[config.mk]
export PLATFORM = sky130hd
export DESIGN_NAME = io_peripheral_hub
export DESIGN_NICKNAME = d
export VERILOG_FILES = /design/src/rtl/io_hub_pkg.sv /design/src/rtl/io_peripheral_hub_sync_fifo.sv /design/src/rtl/io_peripheral_hub.sv
export SDC_FILE = /design/constraint.sdc
export NUM_CORES = 1
export LEC_CHECK = 0
export ABC_AREA = 1
export CORE_MARGIN = 10
export CORE_UTILIZATION = 50
export CTS_CLUSTER_DIAMETER = 50
export DETAILED_ROUTE_END_ITERATION = 6
export MAX_ROUTING_LAYER = met4
export PLACE_DENSITY = 0.85
export SLEW_MARGIN = 10
export SYNTH_ARGS = -nofsm -noshare
export SYNTH_HDL_FRONTEND = slang
export SYNTH_HIERARCHICAL = 1
export SYNTH_SLANG_ARGS = --single-unit
export TNS_END_PERCENT = 1
[constraint.sdc]
create_clock -name clock -period 7.4 [get_ports clock]
set_input_delay 1.11 -clock clock [delete_from_list [all_inputs] [get_ports clock]]
set_output_delay 1.11 -clock clock [all_outputs]
set_load 0.02 [all_outputs]
[src/rtl/io_hub_pkg.sv]
// Shared register map and STATUS layout for io_peripheral_hub.
package io_hub_pkg;

    localparam int unsigned REG_SEL_W = 3;

    localparam logic [REG_SEL_W-1:0] OFF_LED    = 3'd0;
    localparam logic [REG_SEL_W-1:0] OFF_SW     = 3'd1;
    localparam logic [REG_SEL_W-1:0] OFF_TIMER  = 3'd2;
    localparam logic [REG_SEL_W-1:0] OFF_CMP    = 3'd3;
    localparam logic [REG_SEL_W-1:0] OFF_STATUS = 3'd4;
    localparam logic [REG_SEL_W-1:0] OFF_TXDATA = 3'd5;

    localparam int unsigned ST_MATCH     = 0;
    localparam int unsigned ST_OVERFLOW  = 1;
    localparam int unsigned ST_EMPTY     = 2;
    localparam int unsigned ST_FULL      = 3;
    localparam int unsigned ST_COUNT_LSB = 8;
    localparam int unsigned ST_COUNT_W   = 8;

endpackage

[src/rtl/io_peripheral_hub_sync_fifo.sv]
// Single-clock FIFO; pointers carry an extra wrap bit so full and empty are distinguishable.
module sync_fifo #(
    parameter int unsigned WIDTH = 64,
    parameter int unsigned DEPTH = 4
) (
    input  logic                     clock,
    input  logic                     reset,
    input  logic                     push,
    input  logic                     pop,
    input  logic [WIDTH-1:0]         din,
    output logic [WIDTH-1:0]         dout,
    output logic                     empty,
    output logic                     full,
    output logic [$clog2(DEPTH):0]   count
);

    localparam int unsigned AW = $clog2(DEPTH);

    logic [WIDTH-1:0] mem_q [DEPTH];
    logic [AW:0]      wr_ptr_q, wr_ptr_d;
    logic [AW:0]      rd_ptr_q, rd_ptr_d;
    logic             do_push, do_pop;

    assign empty = (wr_ptr_q == rd_ptr_q);
    assign full  = (wr_ptr_q[AW] != rd_ptr_q[AW]) && (wr_ptr_q[AW-1:0] == rd_ptr_q[AW-1:0]);
    assign count = wr_ptr_q - rd_ptr_q;

    assign do_pop  = pop & ~empty;
    // A pop in the same cycle frees the slot, so a push into a full FIFO is still accepted.
    assign do_push = push & (~full | do_pop);

    // Gate the head to zero when empty so a flushed FIFO presents clean data.
    assign dout = empty ? '0 : mem_q[rd_ptr_q[AW-1:0]];

    always_comb begin
        wr_ptr_d = wr_ptr_q;
        rd_ptr_d = rd_ptr_q;
        if (do_push) wr_ptr_d = wr_ptr_q + 1'b1;
        if (do_pop)  rd_ptr_d = rd_ptr_q + 1'b1;
    end

    always_ff @(posedge clock) begin
        if (reset) begin
            wr_ptr_q <= '0;
            rd_ptr_q <= '0;
        end else begin
            wr_ptr_q <= wr_ptr_d;
            rd_ptr_q <= rd_ptr_d;
        end
    end

    always_ff @(posedge clock) begin
        if (!reset && do_push) mem_q[wr_ptr_q[AW-1:0]] <= din;
    end

endmodule

[src/rtl/io_peripheral_hub.sv]
// Memory-mapped CPU peripheral block: LEDs, synchronized switches, 64-bit timer with compare,
// and a TX FIFO drained by a valid/ready consumer.
module io_peripheral_hub
    import io_hub_pkg::*;
#(
    parameter logic [63:0] BASE_ADDR  = 64'h0000_0000_0000_1000,
    parameter int unsigned FIFO_DEPTH = 4,
    parameter int unsigned SW_W       = 8
) (
    input  logic            clock,
    input  logic            reset,
    input  logic [63:0]     address,
    input  logic [63:0]     Databus,
    input  logic            Write,
    input  logic [SW_W-1:0] sw_in,
    output logic [63:0]     data_out,
    output logic [63:0]     led_out,
    output logic            tx_valid,
    output logic [63:0]     tx_data,
    input  logic            tx_ready,
    output logic            timer_irq
);

    localparam int unsigned CNT_W = $clog2(FIFO_DEPTH) + 1;

    logic                 hit;
    logic [REG_SEL_W-1:0] sel;
    logic                 wr_led, wr_timer, wr_cmp, wr_status, wr_tx;
    logic                 unused_addr;

    logic [63:0]     led_q, led_d;
    logic [63:0]     timer_q, timer_d;
    logic [63:0]     cmp_q, cmp_d;
    logic            match_q, match_d;
    logic            ovf_q, ovf_d;
    logic [SW_W-1:0] sw_meta_q, sw_sync_q;

    logic             fifo_pop, fifo_empty, fifo_full;
    logic [CNT_W-1:0] fifo_count;
    logic [63:0]      status;

    assign hit         = (address[63:6] == BASE_ADDR[63:6]);
    assign sel         = address[5:3];
    assign unused_addr = ^address[2:0];

    assign wr_led    = Write & hit & (sel == OFF_LED);
    assign wr_timer  = Write & hit & (sel == OFF_TIMER);
    assign wr_cmp    = Write & hit & (sel == OFF_CMP);
    assign wr_status = Write & hit & (sel == OFF_STATUS);
    assign wr_tx     = Write & hit & (sel == OFF_TXDATA);

    assign fifo_pop  = tx_valid & tx_ready;
    assign tx_valid  = ~fifo_empty;
    assign led_out   = led_q;
    assign timer_irq = match_q;

    sync_fifo #(
        .WIDTH (64),
        .DEPTH (FIFO_DEPTH)
    ) u_tx_fifo (
        .clock (clock),
        .reset (reset),
        .push  (wr_tx),
        .pop   (fifo_pop),
        .din   (Databus),
        .dout  (tx_data),
        .empty (fifo_empty),
        .full  (fifo_full),
        .count (fifo_count)
    );

    // Sticky flags: a new set event in the same cycle as a W1C keeps the flag set.
    always_comb begin
        led_d   = wr_led ? Databus : led_q;
        cmp_d   = wr_cmp ? Databus : cmp_q;
        timer_d = wr_timer ? Databus : timer_q + 64'd1;
        match_d = (timer_q == cmp_q) | (match_q & ~(wr_status & Databus[ST_MATCH]));
        ovf_d   = (wr_tx & fifo_full & ~fifo_pop)
                | (ovf_q & ~(wr_status & Databus[ST_OVERFLOW]));
    end

    always_ff @(posedge clock) begin
        if (reset) begin
            led_q     <= '0;
            timer_q   <= '0;
            cmp_q     <= '1;
            match_q   <= 1'b0;
            ovf_q     <= 1'b0;
            sw_meta_q <= '0;
            sw_sync_q <= '0;
        end else begin
            led_q     <= led_d;
            timer_q   <= timer_d;
            cmp_q     <= cmp_d;
            match_q   <= match_d;
            ovf_q     <= ovf_d;
            sw_meta_q <= sw_in;
            sw_sync_q <= sw_meta_q;
        end
    end

    always_comb begin
        status                                = '0;
        status[ST_MATCH]                      = match_q;
        status[ST_OVERFLOW]                   = ovf_q;
        status[ST_EMPTY]                      = fifo_empty;
        status[ST_FULL]                       = fifo_full;
        status[ST_COUNT_LSB +: ST_COUNT_W]    = ST_COUNT_W'(fifo_count);
    end

    always_comb begin
        data_out = '0;
        if (hit) begin
            case (sel)
                OFF_LED:    data_out = led_q;
                OFF_SW:     data_out = 64'(sw_sync_q);
                OFF_TIMER:  data_out = timer_q;
                OFF_CMP:    data_out = cmp_q;
                OFF_STATUS: data_out = status;
                default:    data_out = '0;
            endcase
        end
    end

endmodule

=== Word level (Yosys, flattened, before mapping) ===
Memories as Yosys holds them, arrays and structs flattened. A register that Yosys moved wholly into a read port is not among the register bits.
Cells that the tools add are included.

* Register bits after elaboration: 216
* Latch bits: 0
* Bits in writable memories: 256
* Memory bits (read-only): 0
* Bits of input ports: 140
* Memories kept: 1

{| class="wikitable"
|+ Memory list
! memory !! words !! width !! rd ports !! clocked after memory_dff !! wr ports !! line !! text
|-
| u_tx_fifo.mem_q || 4 || 64 || 1 || 1 || 1 || io_peripheral_hub_sync_fifo.sv:19 || <nowiki>logic [WIDTH-1:0] mem_q [DEPTH];</nowiki>
|}

* $add $sub $neg: 4
* Multiply operators: 0
* Div/mod/pow operators: 0
* Order comparisons: 0
* Eq/ne operators: 10
* Shifts and indexed selects: 0
* Muxes and demuxes: 8
* Bitwise gates (word level): 23
* Reduce and logical (&&, ||, !) cells: 4

{| class="wikitable"
|+ Operators with widths
! kind !! count
|-
| $pmux 64 s5 || 1
|-
| $mux 64 || 3
|-
| $add 64x1->64 const B || 1
|-
| $eq 64x64->1 || 1
|-
| $eq 58x7->1 const B || 1
|-
| $and 1x1->1 || 15
|-
| $add 3x1->3 const B || 2
|-
| $eq 3x2->1 const B || 2
|-
| $eq 3x3->1 const B || 2
|-
| $not 1->1 || 5
|-
| $mux 2 || 2
|-
| $eq 3x1->1 const B || 1
|-
| $eq 3x3->1 || 1
|-
| $logic_not 3->1 || 1
|-
| $or 1x1->1 || 3
|-
| $sub 3x3->3 || 1
|-
| $eq 2x2->1 || 1
|-
| $logic_and 1x1->1 || 2
|-
| $mux 1 || 2
|-
| $logic_not 1->1 || 1
|-
| $ne 1x1->1 || 1
|}

=== Longest topological paths before layout ===
Gate-level depths: netlist of run 1.

* Depth after elaboration: 9
* Gate-level depth with buffers: 14
* Mapped depth without buffers: 13

=== Cells and area by module ===
The synthesis of run 1 kept the hierarchy.

{| class="wikitable"
|+ Modules (own cells, without submodules)
! module !! times used !! cells each !! area an instance (um^2)
|-
| io_peripheral_hub || 1 || 1,979 || 12,557.0
|-
| sync_fifo || 1 || 826 || 10,662.7
|}

=== Least setup slack after synthesis of run 1 ===
No wires, ideal clock.

* Path type: input to register
* Start point: in address[7]
* End point: mem u_tx_fifo.mem_q[0][0] (enable)
* Setup time: 0.486 ns
* Data arrival time: 5.118 ns
* Data required time: 6.914 ns
* Path slack: 1.796 ns
* Stages on the path: 10
* Cell sequence: or2_1 nor2_1 nand2_1 nor2_2 nand2_2 nor4_1 nand2_1 inv_1 nand2_1 nor2_1

* Word-level cells in the longest chain between the ends: 7

{| class="wikitable"
|+ Ends and longest elaborated chain
! what !! line !! text
|-
| from (decl) || io_peripheral_hub.sv:12 || <nowiki>input logic [63:0] address,</nowiki>
|-
| $eq 58x7->1 || io_peripheral_hub.sv:42 || <nowiki>assign hit = (address[63:6] == BASE_ADDR[63:6]);</nowiki>
|-
| $and 1x1->1 (2 in series) || io_peripheral_hub.sv:50 || <nowiki>assign wr_tx = Write & hit & (sel == OFF_TXDATA);</nowiki>
|-
| net wr_tx || io_peripheral_hub.sv:28 || <nowiki>logic wr_led, wr_timer, wr_cmp, wr_status, wr_tx;</nowiki>
|-
| $and 1x1->1 || io_peripheral_hub_sync_fifo.sv:30 || <nowiki>assign do_push = push & (~full | do_pop);</nowiki>
|-
| $logic_and 1x1->1 || io_peripheral_hub_sync_fifo.sv:53 || <nowiki>if (!reset && do_push) mem_q[wr_ptr_q[AW-1:0]] <= din;</nowiki>
|-
| $mux 1 || io_peripheral_hub_sync_fifo.sv:53 ||
|-
| $mux 1 (implied by the code) || io_peripheral_hub_sync_fifo.sv:53 ||
|-
| to (decl) || io_peripheral_hub_sync_fifo.sv:19 ||
|}

The timed path passes the listed nets, and every way through them passes these cells.

=== Worst setup path after layout of run 1 ===
* Start point: in address[3]
* End point: out data_out[57]

* Word-level cells in the longest chain between the ends: 3

{| class="wikitable"
|+ Ends and longest elaborated chain
! what !! line !! text
|-
| $eq 3x3->1 (tied with other cells) || io_peripheral_hub.sv:114 || <nowiki>case (sel)</nowiki>
|-
| $pmux 64 s5 (*) || io_peripheral_hub.sv:114 ||
|-
| $mux 64 (*) || io_peripheral_hub.sv:113 || <nowiki>if (hit) begin</nowiki>
|-
| to (decl) || io_peripheral_hub.sv:16 || <nowiki>output logic [63:0] data_out,</nowiki>
|}

Every way passes the cells marked *; elsewhere a longest branch is shown, timed or not.

==> key figures, run 1 <==
Worst setup path
  • Crit path depth: 8
  • Worst-path fanout max: 47
  • CP endpoint kind: primary output
  • R2R cell count: 14
  • CP Launch Point: address[3]
  • Kind of start point of the critical path: input pin
  • Critical path capture point: data_out[57]
  • R2r startpoint: u_tx_fifo/wr_ptr_q[0]
  • CP Buf/Inv Count: 4
  • Crit path cell chain: clkdlybuf4s50_1, nor2_1, nand2_1, inv_2, buf_4, nand2_1, a31oi_1, clkdlybuf4s50_1
  • R2R setup slack: ~3300 ps
  • WP data arrival: around 4500 ps
  • Crit path kind: input pin to primary output
  • Slowest Stage Delay on Critical Path: between 900 and 1000 ps
  • Largest delay share family, worst path: buffers and inverters
  • Data required, critical path: around 6300 ps
  • Critical Path Slowest Stage Cell: inv_2
  • FF-to-FF End: u_tx_fifo/mem_q[1][47]

Logic synthesis
  • Synth area leader: edfxtp_1
  • Synthesized cell area: approximately 23000 sq um
  • Yosys reg bits: approximately 470
  • Synth area leaders: edfxtp_1 33%, dfxtp_1 19%, nand2_1 10%, nor2_1 9.0%, inv_1 4.3%
  • Mux contribution to synthesized area: 0%
  • Post-synthesis adder-cell area fraction: less than 1%
  • Synth Instances: about 2800
  • Count of different cell masters after synthesis: 46
  • Synth Area in Compound Gates: 13.1%
  • Synth Net Count: ~3000
  • Post-synthesis xor/xnor area fraction: 3.55%
  • Simple-Gate Fraction of Synth Area: between 20% and 30%
  • Sequential fraction of the synthesis area: between 50% and 60%
  • Syn Area/Cell: 8.28 sq um
  • Top cell type's share of synthesized area: 33.1%
  • Synth Warn #: 6
  • Main combinational cell family by area after synthesis: simple AND/OR/NAND/NOR gates

Die
  • Row cnt: 78
  • Ports: ~330
  • Core Box Area: approximately 46000 sq um
  • Die area: roughly 55000 sq um
  • Starting Density: 50.8%
  • Die width: about 240 um
  • Die Ht: between 200 and 250 um

Timing
  • Final TNS setup: 0 ps
  • Setup Viol. Count Final: 0
  • RSZ-0062 raised after global routing: no
  • Period utilization: between 70% and 80%
  • Post-route worst setup slack: approximately 1800 ps
  • Slew Limit Fails: 0
  • Min cycle time layout: around 5600 ps
  • Clock skew: between 20 and 25 ps
  • Worst slew pin tran: between 1000 and 1500 ps
  • Max frequency: around 180 MHz
  • Final hold vios: 0
  • Relative slew slack: between 20% and 30%

Power and ir drop
  • IR drop worst, VDD: about 0.00016 V
  • P per Cell Area: 199 nW/um^2
  • Total Power: around 5700 uW
  • Leak: about 0.011 uW

Cells and area
  • Area Growth Syn to Fin: 22.3%
  • Share of layout cells above drive strength 1: ~7.6%
  • Filler Cell Count: around 3800
  • Ant. Diodes: 0
  • Final instance area: around 28000 sq um
  • NumNets Final: about 3200
  • Post-Route Utilization: 62.2%

Place
  • Placed standard-cell area: roughly 27000 sq um
  • Post-DP HPWL: approximately 50000 um
  • IO Port Bufs: 330
  • Gp weighted congestion: 1.01
  • Setup WS pre-CTS: roughly 1900 ps

Global routing
  • Initial antenna violation count: 3
  • First-pass GRT wire length: around 110000 um
  • Tot GR Track Use: 26.0%
  • Vias in the first global route: 19000
  • Largest net degree at the start of global routing: between 100 and 150
  • Total grt overflow: 0

Clock network
  • TritonCTS clock tree: yes
  • Post-CTS Setup Inserts: 0
  • Clk slew on worst S/H paths: roughly 60 ps
  • CTS Root Cell: clkbuf_16
  • Cts hold-fix bufs: 0
  • Clk buf depth: 3
  • CTS buffer count: 51
  • Htree depth: 2
  • Worst-skew pair later-pin latency: ~600 ps
  • CTS sink count: around 470
  • CTS resizes: 0

Routing
  • Initial DRC Count: between 2000 and 2500
  • Via count: a little over 20000
  • Via-per-instance ratio: ~5.5
  • Detailed Routing Iterations Pass 1: 6
  • Total Wirelength: approximately 74000 um
  • Antenna Nets Post-Route: 0
  • Routed len/inst: a little under 20 um
  • Remaining DRCs: 0

Outcome
  • Status: finished clean

Job
  • Max_cap viols: 0

Hold path
  • HP Start: sw_meta_q[7]
  • HP Class: flop to flop
  • Hold depth: 2
==> stage by stage <==
stage          instances  hold WS, ps
6_report            3700          401
2_1_floorplan       2805          388
5_1_grt             3700          419
3_3_place_gp        3604          390
4_1_cts             3700          403
3_5_place_dp        3604          395
==> flip-flops by register name, indices dropped and copies added (netlist names), named ones only <==
signal and flops:
u_tx_fifo/mem_q 256, cmp_q 64, led_out 64, timer_q 64, sw_meta_q 8, sw_sync_q 8, u_tx_fifo/rd_ptr_q 3, u_tx_fifo/wr_ptr_q 3
ovf_q 1, timer_irq 1
==> synthesized netlist by cell type (all sizes together) <==
library cell and n:
inv 274, nor3 32, o21ai 184, nand2 626, a22o 1, a22oi 5, o211ai 65, xnor2 43
nand3 42, o22ai 4, a221oi 4, a21oi 162, a31oi 55, nand3b 7, nor3b 2, nor4 1
ha 8, nand4 39, and2 1, clkbuf 67, buf 90, nor2 562, xor2 51, a41oi 2
edfxtp 256, or2 2, dfxtp 218, clkinv 1, fa 1
==> kinds of logic after synthesis <==
kind of cell,after synthesis
xor+xnor,94
flops,474
buf+inv,432
fa+ha+maj,9
simple gates,1314
compound gates,482
==> area by class of cell <==
class,count,area [sq um],share of cell area (%)
multi-input combinational,1899,9270,32.6
timing repair buffer,356,3510,12.4
sequential,474,12100,42.5
tap,600,751,2.64
clock buffer,61,1350,4.74
clock inverter,35,423,1.49
inverter,275,1040,3.66
==> worst min path at each step <==
stage and to:
2_1_floorplan sw_sync_q[0], 3_3_place_gp sw_sync_q[4], 3_5_place_dp sw_sync_q[0], 4_1_cts sw_sync_q[7], 5_1_grt sw_sync_q[7], 6_report sw_sync_q[7]
==> power by group <==
part           switching [uW]  internal (uW)  total, uW
clock network            1080           1590       2670
registers                3.54           2770       2780
logic                     125           84.5        209
==> layout by cell type (no fill, tap or decap), drive strengths merged, types with 21 or more instances in the layout <==
cell	Yosys	final
nand2	626	626
nor2	562	562
clkdlybuf4s50	0	330
inv	274	278
edfxtp	256	256
dfxtp	218	218
o21ai	184	184
a21oi	162	162
o211ai	65	65
clkbuf	67	61
a31oi	55	55
xor2	51	51
xnor2	43	43
nand3	42	42
nand4	39	39
nor3	32	32
buf	90	26
clkinv	1	21
==> worst register-to-register path: stages, from the launching register on <==
cell and delay, ps:
dfxtp_1 430, inv_1 120, ha_1 340, nand2_1 90, inv_1 80, nand2_4 110
inv_4 160, nor2_1 460, inv_1 100, nand3_1 160, nand2_1 80, inv_1 120
nand2_1 230, nor2_4 780, buf_4 480
==> routing by layer <==
metal	GRT usage [%]	vias to the layer above	wire length (um)
met1	33.1	9530	30400
met2	40.5	1004	33800
met5	-	-	0
met3	5.78	158	6900
met4	8.66	0	2410
li1	-	9658	-
Note: power is estimated with default switching activity, not from simulation.
==> inputs of run 2 (changes only) <==
PLACE_DENSITY = 0.88   (was 0.85)
clock period = 4.7 ns   (was 7.4 ns; I/O delays follow)
==> run 2 against run 1 <==
Against the previous run:
- utilization increased by 0.19 points
- combinational power increased by 60%
- final area increased by 0.31%
- sequential power increased by 57%
- clock skew increased by 8.4 ps
- sequential share of layout area decreased by 0.13 points
- setup slack got worse by 1300 ps
- flip-flop and latch count unchanged
- highest routed layer unchanged
- via count decreased by 0.21%
- first-iteration DRC count increased by 11%
- non-clock buffer count increased by 7
- largest cell class unchanged
- power increased by 54%
==> key figures, run 2 (same netlist as run 1, synthesis figures left out) <==
Routing
  • Post-Route M1 WL: 30000 um (-1.3%)
  • Antenna Nets Post-Route: 0 (unchanged)
  • DR WL met2: 34200 um (+1.2%)
  • Via-per-instance ratio: 5.48 (-0.37%)
  • Via count: 20300 (-0.21%)
  • Remaining DRCs: 0 (unchanged)
  • Detailed Routing Iterations Pass 1: 7 (+1)
  • DR top layer: met4
  • Met3 Routed Length: 7360 um (+6.7%)
  • Routed len/inst: 20.0 um (+0.45%)
  • Total Wirelength: 74000 um (+0.61%)
  • Initial DRC Count: 2547 (+11%)

Cells and area
  • Final instance area: 28500 sq um (+0.31%)
  • NumNets Final: 3213 (+0.22%)
  • Post-Route Utilization: 62.4% (+0.19 points)
  • Area Growth Syn to Fin: 22.6%
  • Commonest cells after routing, fill and taps aside: 620 x nand2_1, 552 x nor2_1, 330 x clkdlybuf4s50_1, 265 x inv_1, 256 x edfxtp_1
  • Share of layout cells above drive strength 1: 7.63% (+0.052 points)
  • Most common cell after layout, fill and taps aside: nand2_1
  • Max reg flops: 256 (unchanged)

Hold path
  • HP Class: flop to flop

Clock network
  • Clk slew on worst S/H paths: 60 ps (about the same)
  • Clk buf depth: 3 (unchanged)
  • CTS sink count: 474 (unchanged)
  • CTS buffer count: 51 (unchanged)
  • Htree depth: 2 (unchanged)
  • Post-CTS Setup Inserts: 0 (unchanged)
  • Worst-skew pair later-pin latency: 600 ps (about the same)
  • CTS Root Cell: clkbuf_16
  • TritonCTS clock tree: yes
  • Cts hold-fix bufs: 0 (unchanged)
  • CTS resizes: 0 (unchanged)

Power and ir drop
  • P per Cell Area: 306 nW/um^2 (+54%)
  • Switching Share: 21.4% (+0.064 points)
  • Leak: 0.0106 uW (+0.31%)
  • Register share of total power: 50.2% (+1.1 points)
  • Net Switching: 1860 uW (+54%)
  • Clock share of power: 46.0% (-1.2 points)
  • Comb power frac: 3.8% (about the same)
  • Internal power: 6850 uW (+54%)
  • IR drop worst, VDD: 0.000232 V (+45%)

Worst setup path
  • Critical Path Most Common Cell: nor2_1
  • R2r startpoint: u_tx_fifo/wr_ptr_q[0]
  • Crit path kind: flop to primary output
  • Largest delay share family, worst path: buffers and inverters
  • R2R setup slack: 1020 ps (-2260 ps)
  • Critical path capture point: tx_data[0]
  • Data required, critical path: 3990 ps (-2300 ps)
  • FF-to-FF End: u_tx_fifo/mem_q[3][38]
  • CP Buf/Inv Count: 2 (-2)
  • Crit path depth: 6 (-2)
  • Kind of start point of the critical path: flop
  • Crit path cell chain: buf_4, nor2_1, nor2_1, o21ai_0, a21oi_1, clkdlybuf4s50_1
  • R2R cell count: 14 (unchanged)
  • Worst-path fanout max: 49 (+4.3%)
  • Slowest Stage Delay on Critical Path: 730 ps (-200 ps)
  • WP data arrival: 3520 ps (-960 ps)
  • CP endpoint kind: primary output
  • Critical Path Slowest Stage Cell: dfxtp_4

Job
  • Max_cap viols: 0 (unchanged)

Place
  • Placed standard-cell area: 26800 sq um (+0.66%)
  • IO Port Bufs: 330 (unchanged)
  • Post-DP HPWL: 51000 um (+1.2%)
  • Gp weighted congestion: 0.998 (-0.79%)

Timing
  • Period utilization: between 80% and 90%
  • Slew Limit Fails: 0 (unchanged)
  • Final hold vios: 0 (unchanged)
  • Min cycle time layout: 4230 ps
  • Setup Viol. Count Final: 0 (unchanged)
  • RSZ-0062 raised after global routing: no
  • Max frequency: about 240 MHz
  • Relative slew slack: 39.7% (+18 points)
  • Worst slew pin tran: 901 ps (-271 ps)
  • Clock skew: 32.8 ps (+8.43 ps)

Die
  • Die width: 236 um (unchanged)
  • Die Ht: 236 um (unchanged)
  • Die area: 55500 sq um (unchanged)
  • Ports: 334 (unchanged)
  • Starting Density: 50.8% (unchanged)
  • Row cnt: 78 (unchanged)
  • Core Box Area: 45700 sq um (unchanged)

Global routing
  • Tot GR Track Use: 26.2% (+0.20 points)
  • Total grt overflow: 0 (unchanged)
  • Largest net degree at the start of global routing: 73 (-39%)
  • Vias in the first global route: 19400 (+1.9%)
  • First-pass GRT wire length: 112000 um (+0.78%)
  • Initial antenna violation count: 2 (-1)

Outcome
  • Status: finished clean
run 2: cell types whose count changed in the layout (fill, tap and decap cells not counted), moves of 3 or more:
cell | before | now
clkinv_1 | 6 | 10
clkbuf_16 | 52 | 55
buf_4 | 25 | 22
buf_12 | 1 | 11
clkinv_2 | 11 | 7
clkinv_4 | 3 | 0
bufinv_16 | 8 | 3
run 2: area by class of cell:
cell class	count	area (sq um)
diodes	1	2.50
repair buffers	363	3690
clock buffers	67	1450
inverters	275	1040
clock inverters	27	230
well taps	600	751
multi-input cells	1899	9270
flip-flops and latches	474	12100
fillers	3746	17200
run 2: power groups by stage:
stage | Combinational [uW] | Clock, uW | Sequential, uW
floorplan | 110 | 0 | 4460
finish | 335 | 4000 | 4370
global placement | 323 | 0 | 4460
detailed placement | 327 | 0 | 4460
CTS | 330 | 4030 | 4370
global route | 359 | 4210 | 4370
run 2: worst reg2reg max path, cell delays in order, from the launching register on:
cell     delay, ps
dfxtp_1        410
inv_1          110
ha_1           330
nand2_1        100
inv_1           90
nand2_4        120
inv_4          190
nor2_1         550
inv_1          120
nand3_1        180
nand2_1         90
inv_1          120
nand2_1        250
nor2_4         220
buf_4          410
run 2: worst min-delay path by stage:
stage,slack (ps),start,to,cells after the start
finish,390,sw_meta_q[0],sw_sync_q[0],2
global route,420,sw_meta_q[3],sw_sync_q[3],2
CTS,400,sw_meta_q[0],sw_sync_q[0],2
detailed placement,400,sw_meta_q[6],sw_sync_q[6],2
global placement,390,sw_meta_q[6],sw_sync_q[6],2
floorplan,390,sw_meta_q[0],sw_sync_q[0],2
run 2: routing by layer:
metal	up-vias	GRT usage (%)
met1	9467	32.7
met2	1027	41.3
met5	-	-
li1	9677	-
met4	0	8.81
met3	137	6.09
run 2: through the flow:
stage | hold WS, ps | instances | total power (uW) | setup WS, ps | setup TNS [ps]
global route | 417 | 3706 | 8940 | 401 | 0
global placement | 390 | 3611 | 4780 | 663 | 0
detailed placement | 396 | 3611 | 4790 | 618 | 0
CTS | 403 | 3705 | 8730 | 548 | 0
finish | 390 | 3706 | 8710 | 472 | 0
floorplan | 388 | 2805 | 4570 | -499 | -127740
==> inputs of run 3 (changes only) <==
MAX_ROUTING_LAYER = default   (was met4)
==> run 3 against run 2 <==
Against the previous run:
- fmax grew 0.64%
- largest cell class unchanged
- clock power shrank 5%
- final area is 0.47% lower
==> key figures, run 3 (same netlist as run 1, synthesis figures left out) <==
Outcome
  • Status: finished clean

Timing
  • RSZ-0062 raised after global routing: no
  • Worst slew pin tran: 902 ps (+0.460 ps)
  • Min cycle time layout: 4200 ps (-26.8 ps)
  • Final hold vios: 0 (unchanged)
  • Clock skew: 16.5 ps (-16.2 ps)
  • Setup Viol. Count Final: 0 (unchanged)
  • Max frequency: 238 MHz (+0.64%)
  • Period utilization: 89.4% (-0.57 points)
  • Final hold slack: 402 ps (+11.5 ps)
  • Relative slew slack: 39.9% (+0.16 points)
  • Slew Limit Fails: 0 (unchanged)
  • Post-route worst setup slack: 499 ps (+26.8 ps)

Routing
  • Total Wirelength: 73800 um (-0.27%)
  • Detailed Routing Iterations Pass 1: 6 (-1)
  • Via-per-instance ratio: 5.50 (+0.29%)
  • Via count: 20300 (+0.15%)
  • Routed len/inst: 19.9 um (-0.13%)
  • Initial DRC Count: 2382 (-6.5%)
  • Remaining DRCs: 0 (unchanged)
  • Antenna Nets Post-Route: 0 (unchanged)

Die
  • Core Box Area: 45700 sq um (unchanged)
  • Die width: 236 um (unchanged)
  • Row cnt: 78 (unchanged)
  • Die area: 55500 sq um (unchanged)
  • Die Ht: 236 um (unchanged)
  • Ports: 334 (unchanged)
  • Starting Density: 50.8% (unchanged)

Cells and area
  • FF+latch area: 12100 sq um (unchanged)
  • Final instance area: 28300 sq um (-0.47%)
  • Filler Cell Count: 3730 (-0.43%)
  • Commonest cells after routing, fill and taps aside: 620 x nand2_1, 552 x nor2_1, 330 x clkdlybuf4s50_1, 265 x inv_1, 256 x edfxtp_1
  • Most common cell after layout, fill and taps aside: nand2_1
  • Multi-input logic area: 9270 sq um (unchanged)
  • Final Non-Filler Cells: 3701 (-0.13%)
  • Max reg flops: 256 (unchanged)
  • NumNets Final: 3208 (-0.16%)
  • Share of layout cells above drive strength 1: 7.26% (-0.37 points)
  • Area Growth Syn to Fin: 22.1%

Worst setup path
  • WP data arrival: 3500 ps (-20 ps)
  • Worst-path fanout max: 47 (-4.1%)
  • Crit path kind: flop to primary output
  • Data required, critical path: 3990 ps (about the same)
  • CP endpoint kind: primary output
  • Largest delay share family, worst path: buffers and inverters
  • Critical Path Most Common Cell: inv_1
  • CP Buf/Inv Count: 5 (+3)
  • Critical Path Slowest Stage Cell: inv_4
  • Slowest Stage Delay on Critical Path: 630 ps (-100 ps)
  • Crit path cell chain: inv_1, ha_1, nand2_1, inv_1, nand2_4, inv_4, buf_4, a21oi_2, clkdlybuf4s50_1
  • Kind of start point of the critical path: flop

Clock network
  • Post-CTS Setup Inserts: 0 (unchanged)
  • TritonCTS clock tree: yes
  • CTS sink count: 474 (unchanged)
  • Clk buf depth: 3 (unchanged)
  • Clk slew on worst S/H paths: 60 ps (about the same)
  • Htree depth: 2 (unchanged)
  • Worst-skew pair later-pin latency: 600 ps (about the same)
  • Cts hold-fix bufs: 0 (unchanged)
  • CTS Root Cell: clkbuf_16
  • CTS resizes: 0 (unchanged)
  • CTS buffer count: 50 (-2.0%)

Global routing
  • First-pass GRT wire length: 112000 um (+0.20%)
  • Total grt overflow: 0 (unchanged)
  • Vias in the first global route: 19500 (+0.67%)
  • Largest net degree at the start of global routing: 67 (-8.2%)
  • Initial antenna violation count: 3 (+1)
  • Tot GR Track Use: 25.4% (-0.79 points)

Place
  • Setup WS pre-CTS: 655 ps (+36.6 ps)
  • Placed standard-cell area: 26800 sq um (-0.11%)
  • Placed Cells: 3607 (-0.11%)
  • Gp weighted congestion: 0.983 (-1.5%)
  • Post-DP HPWL: 50700 um (-0.69%)
  • IO Port Bufs: 330 (unchanged)

Job
  • Max_cap viols: 0 (unchanged)

Power and ir drop
  • IR drop worst, VDD: 0.000267 V (+15%)
  • P per Cell Area: 301 nW/um^2 (-1.7%)
  • Leak: 0.0105 uW (-0.77%)

Hold path
  • HP Class: flop to flop
-- run 3: changes by cell type in the layout (fill, tap and decap cells not counted), moves of 2 or more --
cell / delta
buf_4: -4
clkbuf_2: -2
clkbuf_16: -4
clkinv_1: +4
inv_8: +2
clkbuf_1: +2
-- run 3: metal layers --
layer	track usage, %	part of all wire [%]	vias to the layer above
li1	-	-	9670
met1	32.1	40	9436
met2	41.1	46	1076
met3	7.09	11	155
met4	8.77	3.2	2
met5	0	0.018	-
-- run 3: path summary, 6_finish.rpt --
check             slack (ps)             startpoint  cells after the start                     end
setup reg to reg        1020  u_tx_fifo/wr_ptr_q[0]                     14  u_tx_fifo/mem_q[3][10]
hold / removal           400           sw_meta_q[5]                      2            sw_sync_q[5]
setup / recovery         500  u_tx_fifo/wr_ptr_q[0]                      9             tx_data[31]
hold reg to reg          400           sw_meta_q[5]                      2            sw_sync_q[5]
-- run 3: worst reg2reg max path, delay by kind of cell (launching register included) --
family | cells | cell delay (ps)
simple gates | 7 | 1450
fa+ha+maj | 1 | 320
buf+inv | 6 | 1060
flops | 1 | 410
-- run 3: per-stage QoR --
step / setup TNS, ps / util, % / total power (uW)
global placement: 0 / 58.6 / 4780
finish: 0 / 62.1 / 8520
CTS: 0 / 62.1 / 8550
detailed placement: 0 / 58.6 / 4790
floorplan: -127740 / - / 4570
global route: 0 / 62.1 / 8730
-- run 3: area by class of cell --
class,count,area share [%]
antenna,2,0.0177
timing repair buffer,359,12.9
sequential,474,42.5
tap,600,2.65
clock inverter,31,0.878
multi-input combinational,1899,32.7
inverter,275,3.66
clock buffer,61,4.67
-- run 3: report_power, final --
part	total, uW	internal, uW	switching, uW
Combinational	333	139	194
Sequential	4370	4370	5.42
Clock	3820	2180	1640
Total	8520	6680	1840
